<file path="src/rtl/instr_fetch_unit.sv">
// Instruction fetch stage: PC, single-outstanding imem req/ack port, 2-entry
// in-order instruction buffer toward decode, redirect and halt handling.
module instr_fetch_unit #(
  parameter int                ADDR_W   = 32,
  parameter logic [ADDR_W-1:0] RESET_PC = '0
) (
  input  logic              clk,
  input  logic              rst_n,
  output logic              imem_req,
  output logic [ADDR_W-1:0] imem_addr,
  input  logic              imem_ack,
  input  logic [31:0]       imem_rdata,
  output logic              if_valid,
  output logic [31:0]       if_instr,
  output logic [ADDR_W-1:0] if_pc,
  input  logic              if_ready,
  input  logic              redirect,
  input  logic [ADDR_W-1:0] redirect_pc,
  input  logic              halt,
  output logic              halted
);

  localparam logic [1:0] S_RUN     = 2'd0;
  localparam logic [1:0] S_DRAIN   = 2'd1;
  localparam logic [1:0] S_HALTING = 2'd2;
  localparam logic [1:0] S_HALTED  = 2'd3;

  localparam logic [ADDR_W-1:0] PC_MASK = ~ADDR_W'(3);
  localparam logic [ADDR_W-1:0] PC_STEP = ADDR_W'(4);

  typedef struct packed {
    logic [ADDR_W-1:0] pc;
    logic [31:0]       instr;
  } ent_t;

  logic [1:0]        state;
  logic              started;
  logic [ADDR_W-1:0] pc, hold_addr;
  logic [1:0]        count;
  logic              rd_ptr, wr_ptr;
  ent_t              fifo [2];
  ent_t              head;

  logic in_run, waiting, live, do_halt, do_redir, push, pop, flush;

  // Old request stays on the bus while draining/halting; pc already holds the new target.
  assign waiting   = (state == S_DRAIN) || (state == S_HALTING);
  assign in_run    = (state == S_RUN);
  assign imem_req  = (started && in_run && (count < 2'd2)) || waiting;
  assign imem_addr = waiting ? hold_addr : pc;

  assign live     = in_run || (state == S_DRAIN);
  assign do_halt  = halt && live;
  assign do_redir = redirect && live && !halt;
  assign flush    = do_halt || do_redir;
  assign push     = in_run && imem_req && imem_ack && !redirect && !halt;
  assign pop      = in_run && if_valid && if_ready && !redirect && !halt;

  assign head     = fifo[rd_ptr];
  assign if_valid = (count != 2'd0);
  assign if_instr = head.instr;
  assign if_pc    = head.pc;
  assign halted   = (state == S_HALTED);

  always_ff @(posedge clk or negedge rst_n) begin
    if (!rst_n) begin
      state     <= S_RUN;
      started   <= 1'b0;
      pc        <= RESET_PC & PC_MASK;
      hold_addr <= '0;
      count     <= 2'd0;
      rd_ptr    <= 1'b0;
      wr_ptr    <= 1'b0;
      fifo[0]   <= '0;
      fifo[1]   <= '0;
    end else begin
      started <= 1'b1;
      if (flush) begin
        count  <= 2'd0;
        rd_ptr <= 1'b0;
        wr_ptr <= 1'b0;
      end else begin
        if (push) begin
          fifo[wr_ptr] <= '{pc: pc, instr: imem_rdata};
          wr_ptr       <= ~wr_ptr;
        end
        if (pop) rd_ptr <= ~rd_ptr;
        count <= count + 2'(push) - 2'(pop);
      end

      if (push)          pc <= pc + PC_STEP;
      else if (do_redir) pc <= redirect_pc & PC_MASK;

      case (state)
        S_RUN: begin
          if (do_halt) begin
            state     <= (imem_req && !imem_ack) ? S_HALTING : S_HALTED;
            hold_addr <= pc;
          end else if (do_redir && imem_req && !imem_ack) begin
            state     <= S_DRAIN;
            hold_addr <= pc;
          end
        end
        S_DRAIN: begin
          if (do_halt)       state <= imem_ack ? S_HALTED : S_HALTING;
          else if (imem_ack) state <= S_RUN;
        end
        S_HALTING: if (imem_ack) state <= S_HALTED;
        default:   state <= S_HALTED;
      endcase
    end
  end

endmodule

</file>
<file path="config.mk">
export PLATFORM = sky130hd
export DESIGN_NAME = instr_fetch_unit
export DESIGN_NICKNAME = d
export VERILOG_FILES = /design/src/rtl/instr_fetch_unit.sv
export SDC_FILE = /design/constraint.sdc
export NUM_CORES = 1
export LEC_CHECK = 0
export CORE_ASPECT_RATIO = 0.75
export CORE_MARGIN = 3
export CORE_UTILIZATION = 53
export DETAILED_ROUTE_END_ITERATION = 6
export PLACE_DENSITY = 0.81
export SYNTH_ARGS = -nofsm -noshare
export SYNTH_HDL_FRONTEND = slang
export SYNTH_SLANG_ARGS = --single-unit
</file>
<file path="constraint.sdc">
create_clock -name clk -period 2.9 [get_ports clk]
set_clock_uncertainty 0.2 [all_clocks]
set_input_delay 0.29 -clock clk [delete_from_list [all_inputs] [get_ports clk]]
set_output_delay 0.29 -clock clk [all_outputs]
set_load 0.01 [all_outputs]
</file>
Word-level counts from Yosys, hierarchy flattened
Cells that the tools add are included.

Register bits after elaboration: 199. Input port bits: 70. Output and inout bits: 99. Word-level logic and storage cells: 86.

$add $sub $neg: 3. $lt $le $gt $ge: 4. Equality and inequality tests: 6. Mux-type cells: 24. Bitwise gates (word level): 5. Reduce and logical (&&, ||, !) cells: 33.

Operator list (count): $mux W64 (4); $mux W32 (5); $bwmux W128 (1); $demux W64 S1 (1); $add A32 B3 Y32 const B (1); $logic_and A1 B1 Y1 (17); $mux W2 (6); $reduce_bool A2 Y1 (5); $mux W1 (6); $pmux W2 S3 (1); $eq A2 B2 Y1 const B (2); $ge A2 B2 Y1 const B (2); $logic_or A1 B1 Y1 (4); $not A1 Y2 (2); $reduce_and A2 Y1 (2); $logic_not A1 Y1 (3); $ne A3 B1 Y1 const B (1); $ne A3 B3 Y1 const B (1); $not A1 Y1 (3); $reduce_and A3 Y1 (1); $add A2 B1 Y2 (1); $eq A2 B1 Y1 const B (1); $logic_not A2 Y1 (1); $lt A2 B1 Y1 const B (1); 3 further kinds (3).

Logic depth before layout (Yosys ltp)
Word-level depth: 11. Mapped depth: 12. Depth with buffers taken out: 10.

Worst setup path before layout
No wires, ideal clock.

Path kind: register -> register. Start: reg state[0]. End: reg count[1]. Library setup time: 126 ps. Arrival: 2233 ps. Data required time: 2574 ps. Slack: 341 ps. Cell stages (with the launch flop): 13. Buffers on the path: 2. Period minus slack after synthesis: 2559 ps. Path through: dfrtp_1 > inv_1 > ha_1 > buf_2 > o2111a_1 > inv_1 > buf_2 > ha_1 > inv_1 > ha_1 > xor2_1 > xnor2_1 > nor2_1.

Longest elaborated chain between the ends: 11. Elaborated cells on any way between the ends: 23.

Ends and longest elaborated chain: from (decl) (line 36) `logic [1:0] state;`; from (signal assigned) (line 97) `state <= (imem_req && !imem_ack) ? S_HALTING : S_HALTED;`; from (signal assigned) (line 105) `if (do_halt) state <= imem_ack ? S_HALTED : S_HALTING;`; $logic_not A2 Y1 (line 48) `assign in_run = (state == S_RUN);`; $logic_and A1 B1 Y1 (2 in series) (line 49) `assign imem_req = (started && in_run && (count < 2'd2)) || waiting;`; $logic_or A1 B1 Y1 (line 49); $logic_and A1 B1 Y1 (4 in series) (line 56) `assign push = in_run && imem_req && imem_ack && !redirect && !halt;`; $add A2 B1 Y2 (line 88) `count <= count + 2'(push) - 2'(pop);`; $sub A2 B1 Y2 (line 88); $mux W2 (*) (line 78) `if (flush) begin`; to (signal assigned) (line 88); to (decl) (line 39) `logic [1:0] count;`.

Mark *: on every way between the ends. The rest lies on a longest branch, timed or not. A chain may end at the register's enable or synchronous reset.

Worst setup path in the final report
Start: reg state[0]. End: out imem_addr[17].

Longest elaborated chain between the ends: 3. Elaborated cells on any way between the ends: 4.

Ends and longest elaborated chain: $eq A2 B1 Y1 or $eq A2 B2 Y1 (tied branches) (line 47) `assign waiting = (state == S_DRAIN) || (state == S_HALTING);`; $logic_or A1 B1 Y1 (*) (line 47); $mux W32 (*) (line 50) `assign imem_addr = waiting ? hold_addr : pc;`; to (decl) (line 10) `output logic [ADDR_W-1:0] imem_addr,`.

Marks and branches as above.

==> results.yml <==
cts:
  htreeDepth: 4
  path_clk_slew_ps: 70
  worst_skew_pair.late_latency_ps: 430
  cts_buffers: 17
  ctsRootBufferMaster: "clkbuf_16"
  cts_setup_buffers: 0
  cts_buffer_depth: 2
  numClockSinks: 191
  cts_tree: "done"
timing:
  relSlewSlack_pct: 52.05
  min_period_ps: 2811
  slew_violations: 0
  finalHoldViolCount: 0
  worst_pin_slew_ps: 716.6
  rsz0062_at_grt: "no"
  fmax_ghz: 0.3557
  finalSetupViolations: 0
  fin_crit_sh_pct: 96.93
  setup_slack_ps: 88.96
  fin_setup_tns_ps: 0
status:
  outcome: "complete, no violations"
floorplanning:
  dieHeight_um: 120.1
  die_w_um: 158.1
  floorplan.initialDensity_pct: 54.35
  dieArea_um2: 18990
  num_rows: 41
  core-area_um2: 16930
  ioPinCount: 169
drt:
  vias_per_cell: 5.811
  vias: 6317
  wirelength_um: 21470
  drtIter0Drc: 498
  post_drt_wl_per_cell_um: 19.75
  ant_nets: 0
  drc: 0
  firstDrtPassIters: 4
finish:
  drive_gt1_share_pct: 34.75
  final_cell_mix: "236 x mux2_2, 190 x dfrtp_1, 158 x clkdlybuf4s50_1"
  n_antenna_cell: 0
  final_area_um2: 11660
  final_common_cell: "mux2_2"
  layout.nets: 936
  instances_no_fill: 1087
  areaGrowthSynthToFinish_pct: 26.75
global_routing:
  grt_usage_pct: 22.94
  grt_pass1_vias: 6636
  grt_first_pass_wirelength_um: 34240
  grt_max_degree: 74
  antenna_found_initial: 0
  grt_overflow_total: 0
synth:
  synthCells: 713
  synth_area_um2: 9200
  seq_area_frac_synth_pct: 51.95
  avgSynthCellArea_um2: 12.90
  yosys_warnings: 0
  synth.distinct_cells: 57
  synth-async-reset-ratio_pct: 100.0
  ys_ff_latch: 191
  synth-main-ff-cell: "dfrtp_1"
  synth_edf_count: 0
pwr:
  switchingPower_mw: 2.974
  power_frac_clock_pct: 25.9
  leakage_nw: 5.477
  switching_share_pct: 31.71
  cellInternalPower_mw: 6.404
  comb_power_share_pct: 33.2
  peakVddDrop_v: 0.0005566
  seq_power_share_pct: 40.8
  power_density_nw_per_um2: 804.2
place:
  port_buffers: 162
  gp_congestion: 0.8519
  dp_cells: 1054
  placed_cell_area_um2: 11000
  dp_hpwl_um: 14560
  dp_slack_ps: 332.6
worst_setup_path:
  path_cells: "inv_1, ha_4, buf_12, mux2_2, clkdlybuf4s50_1"
  slowest_delay_ps: 490
  path_delay_family: "buffers and inverters"
  start_kind: "register"
  required_ps: 2410
  path_buf_inv: 3
  r2r_cells: 7
  endpoint_kind: "primary output"
  crit_type: "reg2out"
  path_depth: 5
  r2r_start: "state[0]"
  rr_endpoint: "pc[5]"
  arrival_ps: 2320
  r2r_setup_slack_ps: 310
  crit_fanout: 18
  slowest_stage: "clkdlybuf4s50_1"
hold_path:
  holdCritPathClass: "in2async"
run:
  cap_viol_max_count: 0
==> flip-flops by register name, summed over array words and instances, names as in the netlist <==
name,flops
started,1
state,2
hold_addr,30
fifo,124
pc,30
rd_ptr,1
wr_ptr,1
count,2
==> how the worst max path moves through the flow <==
stage,start,endpoint,slack [ps]
2_1_floorplan,state[0],count[1],340
3_3_place_gp,state[0],pc[28],390
3_5_place_dp,state[0],pc[16],330
4_1_cts,state[0],imem_addr[20],8
5_1_grt,state[0],imem_addr[28],50
6_report,state[0],imem_addr[17],90
==> per-stage QoR <==
step | power [mW] | hold slack [ps] | util, %
finish | 9.378 | 233.6 | 68.88
global route | 9.811 | 261.1 | 68.88
global placement | 6.750 | 133.0 | 64.97
floorplan | 5.328 | -205.6 | -
detailed placement | 6.895 | 150.1 | 64.97
CTS | 9.412 | 233.0 | 68.78
==> power by group through the flow <==
stage                     sequential [mW]  combinational [mW]  clock [mW]
after floorplan                      3.48                1.85           0
after global placement               3.79                2.96           0
after detailed placement             3.85                3.04           0
after CTS                            3.81                3.13        2.47
after global routing                 3.91                3.33        2.57
final                                3.83                3.12        2.43
==> cell type report <==
class / instances / area, um^2
Clock buffer: 21 / 460.4
Clock inverter: 11 / 152.6
Fill cell: 1182 / 5268
Inverter: 10 / 37.54
Multi-Input combinational cell: 458 / 4100
Sequential cell: 191 / 4781
Tap cell: 215 / 269.0
Timing Repair Buffer: 181 / 1861
==> cell usage after synthesis, types with 3 or more instances <==
master / instances / area share, %
a211oi_1: 5 / 0.41
nand2_1: 45 / 1.8
nor2b_1: 3 / 0.20
mux2_2: 236 / 29
and4_1: 3 / 0.29
inv_1: 10 / 0.41
nor2_1: 20 / 0.82
ha_1: 7 / 0.95
nand3_1: 14 / 0.76
o311ai_0: 9 / 0.86
and2_1: 3 / 0.20
o211ai_1: 13 / 1.1
buf_6: 5 / 0.61
o22ai_1: 5 / 0.34
clkbuf_1: 8 / 0.33
a21oi_1: 5 / 0.27
buf_4: 15 / 1.2
o21bai_1: 3 / 0.24
o21ai_0: 15 / 0.82
nor3_1: 5 / 0.27
buf_2: 19 / 1.0
or3_1: 3 / 0.20
nand4_1: 13 / 0.88
dfrtp_1: 191 / 52
buf_1: 9 / 0.37
and3_1: 6 / 0.41
==> cell families (layout without fill, tap and decap cells) <==
kind of cell	count (synthesis)	in the layout	synth area share [%]
xor+xnor	3	3	0.2856
simple gates	132	132	7.875
mux	239	239	29.23
fa+ha+maj	7	7	0.9519
buf+inv	67	223	4.026
flops	191	191	51.95
compound gates	72	72	5.603
other cells	2	5	0.08163
==> routing by layer <==
metal,vias up,part of all wire (%),global-route usage (%),wire length [um]
li1,2868,-,-,-
met4,0,1.9,7.200,410
met3,35,5.7,4.939,1222
met5,-,0,0,0
met2,233,48,37.14,10210
met1,3181,45,31.07,9628
==> what timing repair did <==
action,CTS,global route
gates resized for setup,6,4
endpoints found under the hold margin,70,0
hold buffers,1,0
cloned,0,0
endpoints found under the setup margin,25,20
Power figures use the tool's default switching activity.
